$ cat src/rtl/tx_frame_fifo.sv
// Result FIFO feeding a framed SPI transmitter: each queued ALU result goes out as
// little-endian data bytes, a status byte and an optional XOR checksum byte.
module tx_frame_fifo #(
    parameter int RES_W       = 18,
    parameter int DEPTH       = 4,
    parameter int CHECKSUM_EN = 1,
    localparam int LW         = $clog2(DEPTH + 1)
) (
    input  logic             clk,
    input  logic             rst_n,
    input  logic             spi_clk,
    input  logic             spi_r,
    input  logic [RES_W-1:0] res_data,
    input  logic             carry_in,
    input  logic             res_valid,
    output logic             res_ready,
    output logic [7:0]       miso,
    output logic             miso_valid,
    output logic             carry_out,
    output logic             tx_done,
    output logic             tx_abort,
    output logic [LW-1:0]    fifo_level
);
    localparam int DB     = (RES_W + 7) / 8;
    localparam int NBYTES = DB + 1 + ((CHECKSUM_EN != 0) ? 1 : 0);
    localparam int AW     = $clog2(DEPTH);
    localparam int IW     = $clog2(NBYTES);
    localparam int EW     = RES_W + 1;

    typedef enum logic {IDLE, SEND} state_t;

    state_t           state_q, state_d;
    logic             sync1_q, sync2_q, sync3_q;
    logic             spiRise;
    logic [EW-1:0]    mem_q [DEPTH];
    logic [AW-1:0]    wrPtr_q, wrPtr_d;
    logic [AW-1:0]    rdPtr_q, rdPtr_d;
    logic [LW-1:0]    level_q, level_d;
    logic [IW-1:0]    byteIdx_q, byteIdx_d;
    logic [7:0]       frame_q [NBYTES];
    logic [7:0]       frame_d [NBYTES];
    logic             abortFlag_q, abortFlag_d;
    logic [7:0]       misoByte_q, misoByte_d;
    logic             misoValid_q, misoValid_d;
    logic             carry_q, carry_d;
    logic             done_q, done_d;
    logic             abortPulse_q, abortPulse_d;

    logic             push, pop;
    logic [EW-1:0]    head;
    logic [LW-1:0]    levelAfterPop;
    logic [5:0]       levelSat;
    logic [DB*8-1:0]  dataPad;
    logic [7:0]       checksum;
    logic [7:0]       newFrame [NBYTES];

    assign res_ready  = (level_q != LW'(DEPTH));
    assign push       = res_valid && res_ready;
    assign pop        = (state_q == IDLE) && (level_q != '0) && spi_r;
    assign spiRise    = sync2_q && !sync3_q;

    assign miso       = misoByte_q;
    assign miso_valid = misoValid_q;
    assign carry_out  = carry_q;
    assign tx_done    = done_q;
    assign tx_abort   = abortPulse_q;
    assign fifo_level = level_q;

    always_ff @(posedge clk or negedge rst_n) begin
        if (!rst_n) begin
            sync1_q <= 1'b0;
            sync2_q <= 1'b0;
            sync3_q <= 1'b0;
        end else begin
            sync1_q <= spi_clk;
            sync2_q <= sync1_q;
            sync3_q <= sync2_q;
        end
    end

    always_ff @(posedge clk or negedge rst_n) begin
        if (!rst_n) begin
            for (int i = 0; i < DEPTH; i++) begin
                mem_q[i] <= '0;
            end
        end else if (push) begin
            mem_q[wrPtr_q] <= {carry_in, res_data};
        end
    end

    always_ff @(posedge clk or negedge rst_n) begin
        if (!rst_n) begin
            state_q      <= IDLE;
            wrPtr_q      <= '0;
            rdPtr_q      <= '0;
            level_q      <= '0;
            byteIdx_q    <= '0;
            for (int b = 0; b < NBYTES; b++) begin
                frame_q[b] <= '0;
            end
            abortFlag_q  <= 1'b0;
            misoByte_q   <= '0;
            misoValid_q  <= 1'b0;
            carry_q      <= 1'b0;
            done_q       <= 1'b0;
            abortPulse_q <= 1'b0;
        end else begin
            state_q      <= state_d;
            wrPtr_q      <= wrPtr_d;
            rdPtr_q      <= rdPtr_d;
            level_q      <= level_d;
            byteIdx_q    <= byteIdx_d;
            frame_q      <= frame_d;
            abortFlag_q  <= abortFlag_d;
            misoByte_q   <= misoByte_d;
            misoValid_q  <= misoValid_d;
            carry_q      <= carry_d;
            done_q       <= done_d;
            abortPulse_q <= abortPulse_d;
        end
    end

    // Frame image for the FIFO head; the status byte reports the level left after this pop.
    always_comb begin
        head          = mem_q[rdPtr_q];
        levelAfterPop = level_q - LW'(1);
        levelSat      = (32'(levelAfterPop) > 32'd63) ? 6'd63 : 6'(levelAfterPop);
        dataPad       = (DB*8)'(head[RES_W-1:0]);
        checksum      = '0;
        for (int b = 0; b < NBYTES; b++) begin
            newFrame[b] = '0;
        end
        for (int b = 0; b < DB; b++) begin
            newFrame[b] = dataPad[b*8 +: 8];
            checksum    = checksum ^ dataPad[b*8 +: 8];
        end
        newFrame[DB] = {head[RES_W], abortFlag_q, levelSat};
        checksum     = checksum ^ newFrame[DB];
        if (CHECKSUM_EN != 0) begin
            newFrame[NBYTES-1] = checksum;
        end
    end

    always_comb begin
        state_d      = state_q;
        wrPtr_d      = wrPtr_q;
        rdPtr_d      = rdPtr_q;
        level_d      = level_q;
        byteIdx_d    = byteIdx_q;
        frame_d      = frame_q;
        abortFlag_d  = abortFlag_q;
        misoByte_d   = misoByte_q;
        misoValid_d  = 1'b0;
        carry_d      = carry_q;
        done_d       = 1'b0;
        abortPulse_d = 1'b0;

        if (push) begin
            wrPtr_d = wrPtr_q + AW'(1);
        end
        if (pop) begin
            rdPtr_d = rdPtr_q + AW'(1);
        end
        if (push && !pop) begin
            level_d = level_q + LW'(1);
        end else if (!push && pop) begin
            level_d = level_q - LW'(1);
        end

        case (state_q)
            IDLE: begin
                if (pop) begin
                    frame_d     = newFrame;
                    byteIdx_d   = '0;
                    carry_d     = head[RES_W];
                    abortFlag_d = 1'b0;
                    state_d     = SEND;
                end
            end
            SEND: begin
                // Dropping the read enable abandons the frame; the popped entry is lost.
                if (!spi_r) begin
                    state_d      = IDLE;
                    abortPulse_d = 1'b1;
                    abortFlag_d  = 1'b1;
                end else if (spiRise) begin
                    misoByte_d  = frame_q[byteIdx_q];
                    misoValid_d = 1'b1;
                    byteIdx_d   = byteIdx_q + IW'(1);
                    if (byteIdx_q == IW'(NBYTES - 1)) begin
                        done_d  = 1'b1;
                        state_d = IDLE;
                    end
                end
            end
            default: state_d = IDLE;
        endcase
    end
endmodule

$ cat config.mk
export PLATFORM = sky130hd
export DESIGN_NAME = tx_frame_fifo
export DESIGN_NICKNAME = d
export VERILOG_FILES = /design/src/rtl/tx_frame_fifo.sv
export SDC_FILE = /design/constraint.sdc
export NUM_CORES = 1
export LEC_CHECK = 0
export CAP_MARGIN = 30
export CORE_ASPECT_RATIO = 1.4
export CORE_MARGIN = 3
export CORE_UTILIZATION = 45
export DETAILED_ROUTE_END_ITERATION = 7
export SETUP_SLACK_MARGIN = 0.5
export SLEW_MARGIN = 20
export SYNTH_ARGS = -nofsm -noshare
export SYNTH_HDL_FRONTEND = slang
export SYNTH_SLANG_ARGS = --single-unit
$ cat constraint.sdc
create_clock -name clk -period 4.41 [get_ports clk]
set_input_delay 0.882 -clock clk [delete_from_list [all_inputs] [get_ports clk]]
set_output_delay 0.882 -clock clk [all_outputs]
set_load 0.02 [all_outputs]
# Yosys cells after proc, flatten, opt, wreduce, memory -nomap -nowiden
# Cells that the tools add are included.
# totals
latch_bits,0
inputBits,24
register_bits,134
rom_bits,0
memories,0
out_inout_bits,16
wordCells,93
ramBits,0
# op_classes
n_div,0
reduce_logical,16
eq_ne,6
n_mux,32
mul,0
n_addsub,5
shifts,0
order_cmp,4
n_bitwise,7
# op_table
operator,count
$bwmux 76,1
$mux 19,3
$bmux 19 s2,1
$demux 19 s2,1
$bmux 8 s3,1
$mux 8,2
$xor 8x8->8,2
$mux 1,15
$mux 3,5
$xor 8x2->8,1
$logic_and 1x1->1,7
$add 3x1->3 const B,2
$ge 3x3->1 const B,2
$ne 2x2->1 const B,3
$not 2->3,2
$pmux 3 s2,1
$reduce_and 3->1,2
$add 2x1->2 const B,2
$ge 4x4->1 const B,1
$not 3->4,1
$pmux 1 s2,2
$reduce_and 2->1,2
$eq 3x3->1 const B,1
$logic_not 1->1,3
7 further kinds,7

# Depth between registers and ports, before layout
# Gate-level depths: netlist of run 1.
# depth
ltp_word,7
mapped_depth,11
depth_no_buf,9

# Worst setup path before layout of run 1
# OpenSTA, ideal clock, no wires.
# synth_path
kind,input to register
start,in spi_r
end,"reg level_q[2], in the netlist fifo_level[2]"
setup_ns,0.134
t_arrival_ns,2.187
required_ns,4.276
cell_stages,9
path_slack_ns,2.088
path_cell_list,clkbuf_1 > and3b_1 > buf_2 > inv_2 > buf_2 > ha_1 > mux2i_1 > nor2_1 > xor2_1
# synth_between
elab_chain_len,4
word_cells_on_any_way,6
cone_classes,mux: 1; reduce/logical: 5
# synth_rtl
element,line_no,rtl
"start, declared",12,"input logic spi_r,"
$logic_and 1x1->1 (*),59,assign pop = (state_q == IDLE) && (level_q != '0) && spi_r;
$logic_not 1->1,164,if (push && !pop) begin
$logic_and 1x1->1,164,
$mux 3 or $reduce_bool 2->1 (tied branches),--,
"end signal, assigned",111,level_q <= level_d;
"end, declared",38,"logic [LW-1:0] level_q, level_d;"
# Mark *: on every way between the ends. The rest lies on a longest branch, timed or not.
# A chain may end at the register's enable or synchronous reset.

# Final worst setup path of run 1
# layout_path
start,"reg level_q[0], in the netlist fifo_level[0]"
end,out res_ready
# layout_between
elab_chain_len,1
# layout_rtl
element,line_no,rtl
$ne 3x3->1,57,assign res_ready = (level_q != LW'(DEPTH));
"end, declared",16,"output logic res_ready,"
# No other way between the ends.

==> results.toml, run 1 <==
[synthesis]
syn_avg_cell_area_um2 = 13.1
synthFlopType = "dfrtp_1"
synth_seq_cells = 133
syn-num-nets = 488
netlist_area_mm2 = 0.00594
ys_async_sr_fraction = 1.00
ys_types = 34
yosysWarnings = 0
synth_cells = 454
synth_edf_count = 0
seq_area_frac_synth = 0.561

[setup_path]
worstSetupStartpointType = "register"
rrSetupSlack_ns = 1.89
required_ns = 3.53
cpPeakStageDelay_ns = 0.60
cp_cell_sequence = "inv_1 > ha_1 > nand2_1 > clkdlybuf4s50_1"
cp_max_fo = 5
critPathCaptureType = "output pin"
crit_arrival_ns = 1.86
path_class = "reg -> out"
worst_path_max_delay_cell = "clkdlybuf4s50_1"

[cts]
cts_tree = "done"
cts_htree_levels = 4
root_buffer = "clkbuf_16"
clk_latency_ns = 0.41
clk_pin_slew_ns = 0.05
post_cts_buffers = 0
cts.sinks = 133
clk_path_buf_depth = 2
postCtsHoldBufs = 0
cts_resized = 0
cts_buffers = 17

[sta]
maxSlewViolCount = 0
setup_violations = 0
fin_crit_sh = 0.622
fin_crit_ns = 2.74
maxSlewHeadroom = 0.356
setup_tns_ns = 0
timing_hold_violations_final = 0
fmaxAchievable_mhz = 364
finClkSkew_ns = 0.00835
rsz0062_at_grt = "false"
worst_pin_slew_ns = 0.966

[cells_and_area]
fin_nets = 528
post-route-util = 0.544
final_common_cell = "dfrtp_1"
finalNonFillerCells = 658
syn2layout_area_growth_pct = 18.1
drive_gt1_frac = 0.259
final_cell_mix = "dfrtp_1 (133), nand2_1 (90), mux2_2 (77), clkdlybuf4s50_1 (38), clkbuf_16 (17)"
antenna_cells = 0

[placement]
hpwlAfterDp_mm = 7.36
globalplace.congestion = 0.748
placedCellCount = 628
port_buffers = 39

[power]
combPwrFrac = 0.375
total_power_mw = 5.71
power_switching_mw = 1.86
intPower_mw = 3.85
swShare = 0.325
power_frac_seq = 0.386
max-vdd-ir-drop_v = 0.000323
power_density_mw_per_mm2 = 815
p_leak_nw = 3.12
power_frac_clock = 0.240

[route]
first_pass_iters = 6
drt_wl_total_mm = 11.2
via_per_inst = 5.35
ant_nets = 0
vias = 3518
wl_per_cell_um = 17.0
drtIter0Drc = 109
drc = 0

[global_route]
grt_max_degree = 71
grt_use_total = 0.168
grt_pass1_wl_mm = 18.8
antenna_found_initial = 0
grt_pass1_vias = 3674
overflow = 0

[die]
die_y_um = 142
row_count = 49
core_mm2 = 0.0129
io_pins = 40
die_area_mm2 = 0.0146
floorplan.initialDensity = 0.461
die_x_um = 103

[job]
cap_violations = 0

[min_path]
hold_class = "reg -> reg"

[run_status]
status = "finished, final reports clean"
==> registers in the layout, indices dropped and copies added, names as in the netlist <==
signal and flops:
abortFlag_q 1, byteIdx_q 3, carry_out 1, fifo_level 3, frame_q 30, mem_q 76
miso 8, miso_valid 1, rdPtr_q 2, state_q 1, sync1_q 1, sync2_q 1
sync3_q 1, tx_abort 1, tx_done 1, wrPtr_q 2
==> metrics by stage <==
step | setup WS (ns) | area [um2] | hold slack (ns)
after floorplan | 2.09 | 5940 | 0.331
after global placement | 1.65 | 6430 | 0.346
after detailed placement | 1.66 | 6430 | 0.346
after CTS | 1.63 | 7010 | 0.358
after global routing | 1.54 | 7010 | 0.362
final | 1.67 | 7010 | 0.354
==> cell families (layout without fill, tap and decap cells) <==
logic type	count (synthesis)	in the layout	share of synthesized area
multiplexers	102	102	0.237
adder cells (fa/ha/maj)	10	10	0.0211
XOR/XNOR	23	23	0.0352
AO/OA/AOI/OAI	35	35	0.0371
AND/OR/NAND/NOR	119	119	0.0818
flip-flops	133	133	0.561
buffers and inverters	32	83	0.0272
==> worst paths after layout <==
check | start | cells past startpoint | to
setup / recovery | fifo_level[0]$_DFFE_PN0P_ | 4 | res_ready
hold / removal | sync1_q$_DFF_PN0_ | 0 | sync2_q$_DFF_PN0_
setup reg to reg | rdPtr_q[0]$_DFFE_PN0P_ | 5 | frame_q[7]$_DFFE_PN0P_
hold reg to reg | sync1_q$_DFF_PN0_ | 0 | sync2_q$_DFF_PN0_
max in group asynchronous | rst_n | 2 | miso[5]$_DFFE_PN0P_
min in group asynchronous | rst_n | 1 | mem_q[47]$_DFFE_PN0P_
==> power groups by stage <==
| stage | clock, mW | combinational [mW] | sequential [mW] |
|---|---|---|---|
| floorplan | 0 | 1.74 | 2.08 |
| global placement | 0 | 2.11 | 2.20 |
| detailed placement | 0 | 2.17 | 2.23 |
| CTS | 1.40 | 2.17 | 2.21 |
| global route | 1.45 | 2.36 | 2.28 |
| finish | 1.37 | 2.14 | 2.20 |
==> metal layers <==
| layer | wire length [um] | global-route usage | vias to the layer above | part of all wire |
|---|---|---|---|---|
| li1 | - | - | 1666 | - |
| met1 | 5060 | 0.217 | 1789 | 0.45 |
| met2 | 5710 | 0.273 | 57 | 0.51 |
| met3 | 322 | 0.0433 | 6 | 0.029 |
| met4 | 120 | 0.0580 | 0 | 0.011 |
| met5 | 0 | 0 | - | 0 |
==> cells in the mapped netlist (all sizes together) (2+ instances only) <==
| cell | instances | area share |
|---|---|---|
| a21oi | 3 | 0.0025 |
| a22o | 3 | 0.0044 |
| mux4 | 21 | 0.084 |
| mux2 | 77 | 0.15 |
| nand2 | 94 | 0.061 |
| nor2b | 2 | 0.0021 |
| dfrtp | 133 | 0.56 |
| xnor2 | 16 | 0.025 |
| o21ai | 18 | 0.015 |
| o22ai | 3 | 0.0032 |
| nor3 | 2 | 0.0017 |
| inv | 10 | 0.0063 |
| buf | 13 | 0.015 |
| nor2 | 15 | 0.0095 |
| mux2i | 4 | 0.0067 |
| clkbuf | 9 | 0.0057 |
| a22oi | 2 | 0.0025 |
| xor2 | 7 | 0.010 |
| nand2b | 2 | 0.0021 |
| a32o | 2 | 0.0034 |
| o41ai | 3 | 0.0044 |
| ha | 10 | 0.021 |
==> layout make-up <==
class | count | area, um2
Fill cell | 1091 | 5870
Sequential cell | 133 | 3330
Multi-Input combinational cell | 289 | 2450
Clock buffer | 21 | 470
Timing Repair Buffer | 43 | 430
Tap cell | 153 | 191
Clock inverter | 9 | 104
Inverter | 10 | 37.5
==> worst max-delay path, delay by kind of cell (launching register included) <==
kind / cells / cell delay, ns
simple gates: 1 / 0.08
fa+ha+maj: 1 / 0.24
buf+inv: 2 / 0.72
flops: 1 / 0.43
Power figures use the tool's default switching activity.
==> run 2, diff against run 1 <==
--- a/config.mk
+++ b/config.mk
@@ -10,6 +10,7 @@
 export CORE_MARGIN = 3
 export CORE_UTILIZATION = 45
 export DETAILED_ROUTE_END_ITERATION = 7
+export PLACE_DENSITY = 0.66
 export SETUP_SLACK_MARGIN = 0.5
 export SLEW_MARGIN = 20
 export SYNTH_ARGS = -nofsm -noshare
==> constraint.sdc (replaced) <==
create_clock -name clk -period 2.5 [get_ports clk]
set_input_delay 0.5 -clock clk [delete_from_list [all_inputs] [get_ports clk]]
set_output_delay 0.5 -clock clk [all_outputs]
set_load 0.02 [all_outputs]
==> results.toml, run 2 (synthesis results as in run 1) <==
[die]
die_x_um = 103
floorplan.initialDensity = 0.461
die_y_um = 142
die_area_mm2 = 0.0146
core_mm2 = 0.0129
io_pins = 40
row_count = 49

[cts]
cts_htree_levels = 4
cts_buffers = 17
clk_pin_slew_ns = 0.06
cts.sinks = 133
root_buffer = "clkbuf_16"
clk_path_buf_depth = 2
postCtsHoldBufs = 0
clk_latency_ns = 0.40
cts_tree = "done"

[min_path]
hold_class = "in -> async"

[cells_and_area]
largest_reg_flops = 76
top_register = "mem_q"
fin_nets = 535
final_common_cell = "dfrtp_1"
antenna_cells = 0
syn2layout_area_growth_pct = 19.8
drive_gt1_frac = 0.285
final_area_mm2 = 0.00711
final_cell_mix = "dfrtp_1 (131), nand2_1 (90), mux2_2 (77), clkdlybuf4s50_1 (36), clkbuf_16 (17)"

[route]
first_pass_iters = 4
via_per_inst = 5.26
drtIter0Drc = 139
ant_nets = 0
vias = 3503
drt_wl_total_mm = 11.4
wl_per_cell_um = 17.1
drc = 0

[sta]
maxSlewHeadroom = 0.555
timing_hold_violations_final = 0
setup_violations = 0
worst_pin_slew_ns = 0.668
setup_tns_ns = 0
whs_ns = 0.0735
fin_crit_ns = 1.94
final.setup.worst_slack_ns = 0.557
finClkSkew_ns = 0.00595
fin_crit_sh = 0.777
fmaxAchievable_mhz = 515
maxSlewViolCount = 0
rsz0062_at_grt = "false"

[placement]
hpwlAfterDp_mm = 7.69
place_ws_ns = 0.312
place_area_mm2 = 0.00653
port_buffers = 39
globalplace.congestion = 0.763

[setup_path]
cpPeakStageDelay_ns = 0.62
cp_max_fo = 5
crit_arrival_ns = 1.44
path_class = "reg -> out"
cp_top_family = "buffers and inverters"
worstSetupStartpointType = "register"
required_ns = 2.00
critPathCaptureType = "output pin"
worst_path_max_delay_cell = "clkdlybuf4s50_1"
cp_cell_sequence = "clkdlybuf4s50_1"
cp_num_buf_inv = 1

[run_status]
status = "finished, final reports clean"

[global_route]
antenna_found_initial = 0
overflow = 0
grt_pass1_vias = 3812
grt_use_total = 0.175
grt_pass1_wl_mm = 19.5
grt_max_degree = 57

[power]
p_leak_nw = 3.19
total_power_mw = 10.2
max-vdd-ir-drop_v = 0.000507
power_density_mw_per_mm2 = 1440

[job]
cap_violations = 0
[run 2: routing by layer]
layer  vias to the layer above  GRT usage  wire length (um)
met5                         -          0                 0
met1                      1771      0.214              4820
li1                       1671          -                 -
met2                        48      0.306              6130
met3                        13     0.0359               312
met4                         0     0.0553               146
[run 2: area by class of cell]
cell class / count / area (um2)
Tap cell: 153 / 191
Clock inverter: 12 / 131
Multi-Input combinational cell: 289 / 2470
Clock buffer: 19 / 453
Timing Repair Buffer: 50 / 493
Inverter: 10 / 40.0
Sequential cell: 133 / 3330
Fill cell: 1080 / 5770
[run 2: where the power goes]
| part | leakage, nW | switching (mW) | internal (mW) |
|---|---|---|---|
| clock network | 0.277 | 0.908 | 1.51 |
| registers | 1.62 | 0.573 | 3.18 |
| logic | 1.30 | 1.90 | 2.14 |
[run 2: metrics by stage]
step	util	std cells
after floorplan	-	454
after global placement	0.507	635
after detailed placement	0.507	635
after CTS	0.552	666
after global routing	0.552	666
final	0.552	666
[run 2: path summary, 6_finish.rpt]
kind / slack, ns / cells past startpoint / start / end
worst max-delay path: 0.56 / 1 / fifo_level[0]$_DFFE_PN0P_ / fifo_level[0]
worst min-delay path: 0.07 / 1 / rst_n / fifo_level[0]$_DFFE_PN0P_
worst max register to register: 0.61 / 6 / fifo_level[0]$_DFFE_PN0P_ / mem_q[12]$_DFFE_PN0P_
worst min register to register: 0.35 / 0 / sync1_q$_DFF_PN0_ / sync2_q$_DFF_PN0_
max in group asynchronous: 1.72 / 2 / rst_n / mem_q[49]$_DFFE_PN0P_
min in group clk: 0.35 / 0 / sync1_q$_DFF_PN0_ / sync2_q$_DFF_PN0_
[run 2: timing repair]
action,4_1_cts,5_1_grt
endpoints found under the setup margin,47,2
endpoints found under the hold margin,0,0
buffers inserted,0,0
resized for setup,3,2
